`config.mk`:
```
export PLATFORM = sky130hd
export DESIGN_NAME = rle_arbiter_flat
export DESIGN_NICKNAME = d
export VERILOG_FILES = /design/src/rtl/rle_arbiter_if.sv /design/src/rtl/rle_arbiter.sv /design/src/flat_wrapper.sv
export SDC_FILE = /design/constraint.sdc
export NUM_CORES = 1
export LEC_CHECK = 0
export ABC_CLOCK_PERIOD_IN_PS = 1930
export CAP_MARGIN = 20
export CORE_AREA = 2 2 64 66
export CTS_BUF_LIST = sky130_fd_sc_hd__clkbuf_2 sky130_fd_sc_hd__clkbuf_4 sky130_fd_sc_hd__clkbuf_8
export CTS_CLUSTER_DIAMETER = 80
export DETAILED_ROUTE_END_ITERATION = 12
export DIE_AREA = 0 0 66 68
export PLACE_DENSITY = 0.81
export SYNTH_ARGS = -nofsm -noshare
export SYNTH_HDL_FRONTEND = slang
export SYNTH_SLANG_ARGS = --single-unit
export TNS_END_PERCENT = 1
```
`constraint.sdc`:
```
create_clock -name clk -period 1.93 [get_ports clk]
set_input_delay 0.386 -clock clk [delete_from_list [all_inputs] [get_ports clk]]
set_output_delay 0.386 -clock clk [all_outputs]
set_load 0.02 [all_outputs]
```
`src/rtl/rle_arbiter_if.sv`:
```
`default_nettype none
// ============================================================================
// Module   : rle_arbiter_if
// Brief    : Requester, encoder and status signals of the two-input RLE arbiter
// Revision : 1.0 - initial release
// ============================================================================
interface rle_arbiter_if;
    logic       rts0;
    logic       rts1;
    logic       den0;
    logic       den1;
    logic [7:0] din0;
    logic [7:0] din1;
    logic       cts0;
    logic       cts1;
    logic       enc_rts;
    logic       enc_den;
    logic [7:0] enc_din;
    logic       enc_cts;
    logic [1:0] grant;
    logic [1:0] state;
    logic [7:0] nbytes;

    modport master (
        output rts0, rts1, den0, den1, din0, din1, enc_cts,
        input  cts0, cts1, enc_rts, enc_den, enc_din, grant, state, nbytes
    );

    modport slave (
        input  rts0, rts1, den0, den1, din0, din1, enc_cts,
        output cts0, cts1, enc_rts, enc_den, enc_din, grant, state, nbytes
    );
endinterface
`default_nettype wire

```
`src/rtl/rle_arbiter.sv`:
```
`default_nettype none
// ============================================================================
// Module   : rle_arbiter
// Brief    : Round-robin arbiter sharing one runlength encoder between two
//            byte requesters. Optional macro RLE_ARB_QUANTUM_EN caps a grant
//            at QUANTUM bytes.
// Revision : 1.0 - initial release
// ============================================================================
module rle_arbiter #(
    parameter logic [7:0]  QUANTUM    = 8'd255,
    parameter int unsigned GAP_CYCLES = 2
) (
    input  wire logic    clk,
    input  wire logic    rst,
    rle_arbiter_if.slave bus
);

    typedef enum logic [1:0] {
        ST_IDLE  = 2'd0,
        ST_GRANT = 2'd1,
        ST_FLUSH = 2'd2,
        ST_GAP   = 2'd3
    } state_t;

    localparam logic [15:0] c_GAP_LAST = 16'((GAP_CYCLES > 0) ? GAP_CYCLES - 1 : 0);

    state_t      r_state;
    state_t      w_next_state;
    logic        r_last;        // last-served requester, doubles as current owner
    logic [1:0]  r_den_q;
    logic        r_enc_den;
    logic [7:0]  r_enc_din;
    logic [7:0]  r_nbytes;
    logic [15:0] r_gap_cnt;

    logic        w_owned;
    logic [1:0]  w_grant;
    logic        w_cts0;
    logic        w_cts1;
    logic [1:0]  w_edge;
    logic        w_accept;
    logic        w_owner_rts;
    logic [7:0]  w_owner_din;
    logic        w_pick;
    logic        w_quantum_hit;

    assign w_owned  = (r_state == ST_GRANT) || (r_state == ST_FLUSH);
    assign w_grant  = w_owned ? (r_last ? 2'b10 : 2'b01) : 2'b00;
    assign w_cts0   = w_grant[0] & bus.enc_cts & (r_state == ST_GRANT);
    assign w_cts1   = w_grant[1] & bus.enc_cts & (r_state == ST_GRANT);
    assign w_edge   = {bus.den1 & ~r_den_q[1], bus.den0 & ~r_den_q[0]};
    assign w_accept = |(w_edge & {w_cts1, w_cts0});

    assign w_owner_rts = r_last ? bus.rts1 : bus.rts0;
    assign w_owner_din = r_last ? bus.din1 : bus.din0;

    // On a tie the requester that was not served last wins.
    assign w_pick = (bus.rts0 && bus.rts1) ? ~r_last : bus.rts1;

`ifdef RLE_ARB_QUANTUM_EN
    assign w_quantum_hit = w_accept && (r_nbytes == QUANTUM - 8'd1);
`else
    logic w_unused_quantum;
    assign w_unused_quantum = ^QUANTUM;
    assign w_quantum_hit    = 1'b0;
`endif

    always_ff @(posedge clk) begin
        if (rst) begin
            r_state <= ST_IDLE;
        end else begin
            r_state <= w_next_state;
        end
    end

    always_comb begin
        w_next_state = r_state;
        case (r_state)
            ST_IDLE: begin
                if (bus.rts0 || bus.rts1) begin
                    w_next_state = ST_GRANT;
                end
            end
            ST_GRANT: begin
                if (!w_owner_rts || w_quantum_hit) begin
                    w_next_state = ST_FLUSH;
                end
            end
            ST_FLUSH: begin
                if (!bus.enc_cts) begin
                    w_next_state = ST_GAP;
                end
            end
            ST_GAP: begin
                if (r_gap_cnt == c_GAP_LAST) begin
                    w_next_state = ST_IDLE;
                end
            end
            default: w_next_state = ST_IDLE;
        endcase
    end

    always_ff @(posedge clk) begin
        if (rst) begin
            r_last    <= 1'b1;
            r_den_q   <= 2'b00;
            r_enc_den <= 1'b0;
            r_enc_din <= 8'h00;
            r_nbytes  <= 8'h00;
            r_gap_cnt <= 16'd0;
        end else begin
            r_den_q   <= {bus.den1, bus.den0};
            r_enc_den <= w_accept;
            if (w_accept) begin
                r_enc_din <= w_owner_din;
                r_nbytes  <= r_nbytes + 8'd1;
            end else if ((r_state == ST_GAP) && (w_next_state == ST_IDLE)) begin
                r_nbytes <= 8'h00;
            end
            if ((r_state == ST_IDLE) && (w_next_state == ST_GRANT)) begin
                r_last <= w_pick;
            end
            r_gap_cnt <= (r_state == ST_GAP) ? r_gap_cnt + 16'd1 : 16'd0;
        end
    end

    assign bus.cts0    = w_cts0;
    assign bus.cts1    = w_cts1;
    assign bus.enc_rts = (r_state == ST_GRANT);
    assign bus.enc_den = r_enc_den;
    assign bus.enc_din = r_enc_din;
    assign bus.grant   = w_grant;
    assign bus.state   = r_state;
    assign bus.nbytes  = r_nbytes;

endmodule
`default_nettype wire

```
`src/flat_wrapper.sv`:
```
// flat-port wrapper written by rule: the top's interface ports become plain ports
module rle_arbiter_flat 
#(
    parameter logic [7:0]  QUANTUM    = 8'd255,
    parameter int unsigned GAP_CYCLES = 2
)
  (clk, rst, bus_rts0, bus_rts1, bus_den0, bus_den1, bus_din0, bus_din1, bus_enc_cts, bus_cts0, bus_cts1, bus_enc_rts, bus_enc_den, bus_enc_din, bus_grant, bus_state, bus_nbytes);
  rle_arbiter_if bus_i ();
  input  wire logic clk;
  input  wire logic rst;
  input wire logic [$bits(bus_i.rts0)-1:0] bus_rts0;
  input wire logic [$bits(bus_i.rts1)-1:0] bus_rts1;
  input wire logic [$bits(bus_i.den0)-1:0] bus_den0;
  input wire logic [$bits(bus_i.den1)-1:0] bus_den1;
  input wire logic [$bits(bus_i.din0)-1:0] bus_din0;
  input wire logic [$bits(bus_i.din1)-1:0] bus_din1;
  input wire logic [$bits(bus_i.enc_cts)-1:0] bus_enc_cts;
  output wire logic [$bits(bus_i.cts0)-1:0] bus_cts0;
  output wire logic [$bits(bus_i.cts1)-1:0] bus_cts1;
  output wire logic [$bits(bus_i.enc_rts)-1:0] bus_enc_rts;
  output wire logic [$bits(bus_i.enc_den)-1:0] bus_enc_den;
  output wire logic [$bits(bus_i.enc_din)-1:0] bus_enc_din;
  output wire logic [$bits(bus_i.grant)-1:0] bus_grant;
  output wire logic [$bits(bus_i.state)-1:0] bus_state;
  output wire logic [$bits(bus_i.nbytes)-1:0] bus_nbytes;
  assign bus_i.rts0 = bus_rts0;
  assign bus_i.rts1 = bus_rts1;
  assign bus_i.den0 = bus_den0;
  assign bus_i.den1 = bus_den1;
  assign bus_i.din0 = bus_din0;
  assign bus_i.din1 = bus_din1;
  assign bus_i.enc_cts = bus_enc_cts;
  assign bus_cts0 = bus_i.cts0;
  assign bus_cts1 = bus_i.cts1;
  assign bus_enc_rts = bus_i.enc_rts;
  assign bus_enc_den = bus_i.enc_den;
  assign bus_enc_din = bus_i.enc_din;
  assign bus_grant = bus_i.grant;
  assign bus_state = bus_i.state;
  assign bus_nbytes = bus_i.nbytes;
  rle_arbiter #(.QUANTUM(QUANTUM), .GAP_CYCLES(GAP_CYCLES)) u_core (.clk(clk), .rst(rst), .bus(bus_i));
endmodule
```
Word-level counts from Yosys, hierarchy flattened --
Index checks and enable logic that the tools add are counted.
Operators by class: add/sub/neg operators 2, eq/ne operators 5, muxes and demuxes 12, bitwise operators 11, reductions and logical operators 10
Operators by type and width (number):
- $mux 8 | 3
- $add 16x1->16 const B | 1
- $eq 16x1->1 const B | 1
- $mux 2 | 6
- $add 8x1->8 const B | 1
- $pmux 2 s4 | 1
- $and 1x1->1 | 6
- $eq 2x1->1 const B | 2
- $eq 2x2->1 const B | 2
- $logic_not 2->1 | 2
- $not 1->1 | 4
- $reduce_or 2->1 | 2
- $logic_and 1x1->1 | 3
- $and 2x2->2 | 1
- $logic_or 1x1->1 | 2
- $mux 1 | 2
- $reduce_bool 2->1 | 1
Word-level totals: register bits after elaboration 38, output and inout bits 24

Longest topological paths before layout --
Gate-level depths: netlist of run 1.
depth after elaboration 8, depth in mapped cells 8, depth with buffers taken out 7

Least setup slack after synthesis of run 1 --
Ideal clock, no wire load.
path type register to register, start point register u_core.r_state[1] (netlist: u_core.bus.state[1]), end point register u_core.r_nbytes[6] (netlist: u_core.bus.nbytes[6]), arrival time 1.855 ns, required time 1.842 ns, setup slack -0.013 ns, cell stages (with the launch flop) 9, buffers on the path 2, cells stage by stage dfxtp_1 inv_1 ha_1 nand3_1 a21oi_4 buf_6 buf_6 nand2_1 a311oi_2
Between the ends: word-level cells in the longest chain between the ends 8, elaborated cells between the ends (all ways) 21, those cells by class 3 x eq/ne; 7 x mux; 5 x bitwise; 6 x reduce/logical
RTL lines:
- start: declaration | line rle_arbiter.sv:27 | state_t r_state;
- start signal: assignment | line rle_arbiter.sv:72 | r_state <= w_next_state;
- $eq 2x1->1 / $eq 2x2->1 (equally long branches)
- $logic_or 1x1->1 | line rle_arbiter.sv:47 | assign w_owned = (r_state == ST_GRANT) || (r_state == ST_FLUSH);
- $mux 2 | line rle_arbiter.sv:48 | assign w_grant = w_owned ? (r_last ? 2'b10 : 2'b01) : 2'b00;
- $and 1x1->1 (on tied branches) (2 in series) | line rle_arbiter.sv:49, rle_arbiter.sv:50
- $and 2x2->2 | line rle_arbiter.sv:52 | assign w_accept = |(w_edge & {w_cts1, w_cts0});
- $reduce_or 2->1 | line rle_arbiter.sv:52
- $mux 8 / $reduce_bool 2->1 (equally long branches)
- end signal: assignment | line rle_arbiter.sv:116 | r_nbytes <= r_nbytes + 8'd1;
- end: declaration | line rle_arbiter.sv:33 | logic [7:0] r_nbytes;
Parallel ways exist; a longest one is shown, timed or not. A chain may end at the register's enable or synchronous reset.

Final worst setup path of run 1 --
start point register u_core.r_state[0] (netlist: u_core.bus.state[0]), end point output bus_grant[1]
Between the ends: word-level cells in the longest chain between the ends 3, elaborated cells between the ends (all ways) 4, those cells by class 2 x eq/ne; 1 x mux; 1 x reduce/logical
RTL lines:
- $eq 2x1->1 / $eq 2x2->1 (equally long branches) | line rle_arbiter.sv:47
- $logic_or 1x1->1 (*) | line rle_arbiter.sv:47
- $mux 2 (*) | line rle_arbiter.sv:48
- end: declaration | line flat_wrapper.sv:23 | output wire logic [$bits(bus_i.grant)-1:0] bus_grant;
Mark *: on every way between the ends. The rest lies on a longest branch, timed or not.

==> results of run 1 <==
logic make-up after synthesis:
kind of cell             count (synthesis)  synth area share (%)
XOR/XNOR                                11                 5.113
flip-flops                              38                 40.37
AO/OA/AOI/OAI                           42                 16.53
multiplexers                             9                 4.781
adder cells (fa/ha/maj)                  7                 4.648
AND/OR/NAND/NOR                         86                 23.11
buffers and inverters                   21                 5.445
timing repair:
action                                  CTS  global route
endpoints found under the setup margin    6            11
hold buffers                              0             0
gates resized for setup                  10             9
pin swaps                                 0             1
gates cloned                              0             0
cells in the final DEF, fill, tap and decap left out, types with 2 or more instances in the layout:
cell,instances
and3_1,5
or3_1,2
nand3_1,9
nor4_1,3
dfxtp_1,37
nand3b_1,2
a41oi_1,3
a21oi_1,12
buf_4,15
mux2i_1,9
nand4_1,2
xnor2_1,6
inv_1,10
a311oi_2,4
o21ai_0,5
ha_1,6
buf_2,2
nor2b_1,5
a311oi_1,2
clkbuf_8,6
nor3_1,8
xor2_1,5
nand2b_1,7
nor2_1,26
a211oi_1,8
clkdlybuf4s50_1,41
nand2_1,11
dlygate4sd2_1,2
worst max-delay path, cell delays in order, from the launching register on:
cell and delay [ns]:
dfxtp_1 0.34, inv_1 0.06, ha_1 0.32, and2_1 0.16, dlygate4sd2_1 0.32
per-stage QoR:
stage | area (sq um) | TNS, ns | std cells | worst slack (ns) | hold slack (ns)
final | 2608 | 0 | 322 | 0.05635 | 0.4739
after global routing | 2608 | -0.05957 | 322 | -0.03048 | 0.5161
after CTS | 2594 | 0 | 322 | 0.002411 | 0.4755
after detailed placement | 2476 | -2.619 | 315 | -0.2218 | 0.4590
after global placement | 2476 | -2.461 | 315 | -0.1803 | 0.4461
after floorplan | 1886 | 0 | 214 | 0.008787 | 0.4295
sequential cells by signal, indices dropped and copies added (netlist names):
register	flops
u_core.bus.enc_den	1
u_core.bus.enc_din	8
u_core.bus.nbytes	8
u_core.bus.state	2
u_core.r_den_q	2
u_core.r_gap_cnt	16
u_core.r_last	1
routing by layer:
layer  share of wire, %  GRT usage [%]  vias up
met5                  0              0        -
met4               0.90          6.378        0
met3                5.6          6.743        5
met2                 50          33.46       36
met1                 44          21.73      772
li1                   -              -      876
power groups by stage:
| stage | combinational (W) | clock, W | sequential (W) |
|---|---|---|---|
| finish | 0.000777 | 0.000678 | 0.000858 |
| global route | 0.000849 | 0.000723 | 0.000864 |
| CTS | 0.000765 | 0.000698 | 0.000857 |
| detailed placement | 0.000777 | 0 | 0.000874 |
| global placement | 0.000772 | 0 | 0.000873 |
| floorplan | 0.000449 | 0 | 0.000901 |
Yosys cell counts (5+ instances only):
master    instances
dfxtp_1          38
nor2_1           26
a21oi_1          12
nand2_1          11
inv_1            10
nand3_1          10
mux2i_1           9
a211oi_1          8
nor3_1            8
clkbuf_1          7
ha_1              7
nand2b_1          7
xnor2_1           6
a311oi_1          5
and3_1            5
nor2b_1           5
o21ai_0           5
xor2_1            5
area by class of cell:
type	count	area (sq um)	share of cell area, %
clock buffer	6	82.58	3.167
timing repair buffer	62	575.6	22.07
multi-input combinational	155	1057	40.55
inverter	10	37.54	1.440
tap	50	62.56	2.399
sequential	38	762.0	29.22
clock inverter	1	30.03	1.152
worst max path at each step:
stage / from / endpoint / slack (ns) / depth (start not counted)
floorplan: u_core.bus.state[0]$_SDFF_PP0_ / u_core.bus.nbytes[6]$_SDFFE_PP0P_ / 0.009 / 8
global placement: bus_enc_cts / bus_cts0 / -0.18 / 4
detailed placement: bus_den0 / u_core.bus.nbytes[7]$_SDFFE_PP0P_ / -0.22 / 6
CTS: u_core.bus.state[0]$_SDFF_PP0_ / bus_cts1 / 0.002 / 5
global route: u_core.bus.state[1]$_SDFF_PP0_ / u_core.bus.nbytes[2]$_SDFFE_PP0P_ / -0.03 / 8
finish: u_core.bus.state[0]$_SDFF_PP0_ / bus_grant[1] / 0.06 / 4
==> impl_metrics.env, run 1 <==
export IMPL_outcome="completed"
export IMPL_async_flop_share_pct=0
export IMPL_tritoncts="yes"
export IMPL_post_route_period_util_pct=97.08
export IMPL_crit_fanout=3
export IMPL_port_buffers=46
export IMPL_yosysUniqueCellTypes=39
export IMPL_p_leak_nw=0.9616
export IMPL_reg2reg_from="u_core.bus.state[0]$_SDFF_PP0_"
export IMPL_whs_endpoint="u_core.r_gap_cnt[0]$_SDFF_PP0_"
export IMPL_synth_main_ff_cell="dfxtp_1"
export IMPL_clockBufferDepth=2
export IMPL_row_count=23
export IMPL_synth_edff_count=0
export IMPL_clkSlewWorstSetupHoldPaths_ns=0.07
export IMPL_synthCells=214
export IMPL_path_class="flop to output pin"
export IMPL_overflow=0
export IMPL_syn_nets=244
export IMPL_drt_iter0_drc=62
export IMPL_vdd_drop_max_v=0.0004820
export IMPL_h_tree_depth=2
export IMPL_routed_wl_mm=3.999
export IMPL_hold_violations=0
export IMPL_p_switching_w=0.0007056
export IMPL_clk_latency_ns=0.29
export IMPL_reg2reg_slack_ns=0.07
export IMPL_fin_worst_skew_ns=0.004083
export IMPL_synth_top_area_share_pct=40.37
export IMPL_critPathLaunchType="flop"
export IMPL_routedWlPerCell_microns=12.42
export IMPL_hold_class="flop to flop"
export IMPL_cts_sinks=38
export IMPL_max_freq_ghz=0.5337
export IMPL_min_period_ns=1.874
export IMPL_routed_via_density=5.245
export IMPL_layout_drive_gt1_share_pct=13.60
export IMPL_antennaDiodeCount=0
export IMPL_drcViolationCount=0
export IMPL_combPwrFrac_pct=33.6
export IMPL_cts_root_buf="clkbuf_8"
export IMPL_syn_to_final_growth_pct=38.38
export IMPL_num_fill_cells=317
export IMPL_start_util_pct=48.86
export IMPL_grt_pass1_vias=1555
export IMPL_grt_max_degree=17
export IMPL_synth_area_per_cell_sq_um=8.805
export IMPL_seqPwrFrac_pct=37.1
export IMPL_synthTopCellsByArea="dfxtp_1 (40%), nor2_1 (5.2%), mux2i_1 (4.8%)"
export IMPL_rr_worst_depth=9
export IMPL_worstHoldStart="u_core.r_gap_cnt[0]$_SDFF_PP0_"
export IMPL_grt_use_total_pct=19.07
export IMPL_netlist_area_sq_um=1884
export IMPL_nNetsFinal=302
export IMPL_rsz0062_at_grt="true"
export IMPL_cap_violations=0
export IMPL_yosysTopAreaCell="dfxtp_1"
export IMPL_postCtsSetupBuffers=0
export IMPL_grt_pass1_wl_mm=6.672
export IMPL_power_w=0.002313
export IMPL_cp_arrival_ns=1.49
export IMPL_globalplace_congestion=0.8174
export IMPL_cts_buffers=5
export IMPL_holdPathStages=1
export IMPL_setup_viol=0
export IMPL_yosysSeqAreaShare_pct=40.37
export IMPL_ys_ff_latch=38
export IMPL_drv_slew=0
export IMPL_die_h_microns=68
export IMPL_dp_hpwl_mm=2.897
export IMPL_dieArea_sq_um=4488
export IMPL_antenna_left=0
export IMPL_r2r_end="u_core.bus.nbytes[2]$_SDFFE_PP0P_"
export IMPL_first_pass_iters=4
export IMPL_die_w_microns=66
export IMPL_num_vias=1689
export IMPL_yosysWarningCount=0
export IMPL_antenna_found_initial=0
export IMPL_internal_power_w=0.001607
export IMPL_worst_endpoint_required_ns=1.54
export IMPL_max_slew_margin_pct=77.39
export IMPL_power_density_nw_per_um2=887.0
export IMPL_core_area_sq_um=3856
export IMPL_pwr_share_clk_pct=29.3
export IMPL_switching_share_pct=30.51
export IMPL_cp_end_kind="output pin"
export IMPL_utilization_pct=67.62
export IMPL_tightest_slew_ns=0.3386
export IMPL_io_pins=47
No activity file was read; power rests on OpenSTA's default activity.
==> inputs of run 2 (changes only) <==
--- a/config.mk
+++ b/config.mk
@@ -9,7 +9,6 @@
 export CAP_MARGIN = 20
 export CORE_AREA = 2 2 64 66
 export CTS_BUF_LIST = sky130_fd_sc_hd__clkbuf_2 sky130_fd_sc_hd__clkbuf_4 sky130_fd_sc_hd__clkbuf_8
-export CTS_CLUSTER_DIAMETER = 80
 export DETAILED_ROUTE_END_ITERATION = 12
 export DIE_AREA = 0 0 66 68
 export PLACE_DENSITY = 0.81
==> results of run 2 <==
No change in the layout: final DEF, timing and power equal those of run 1.
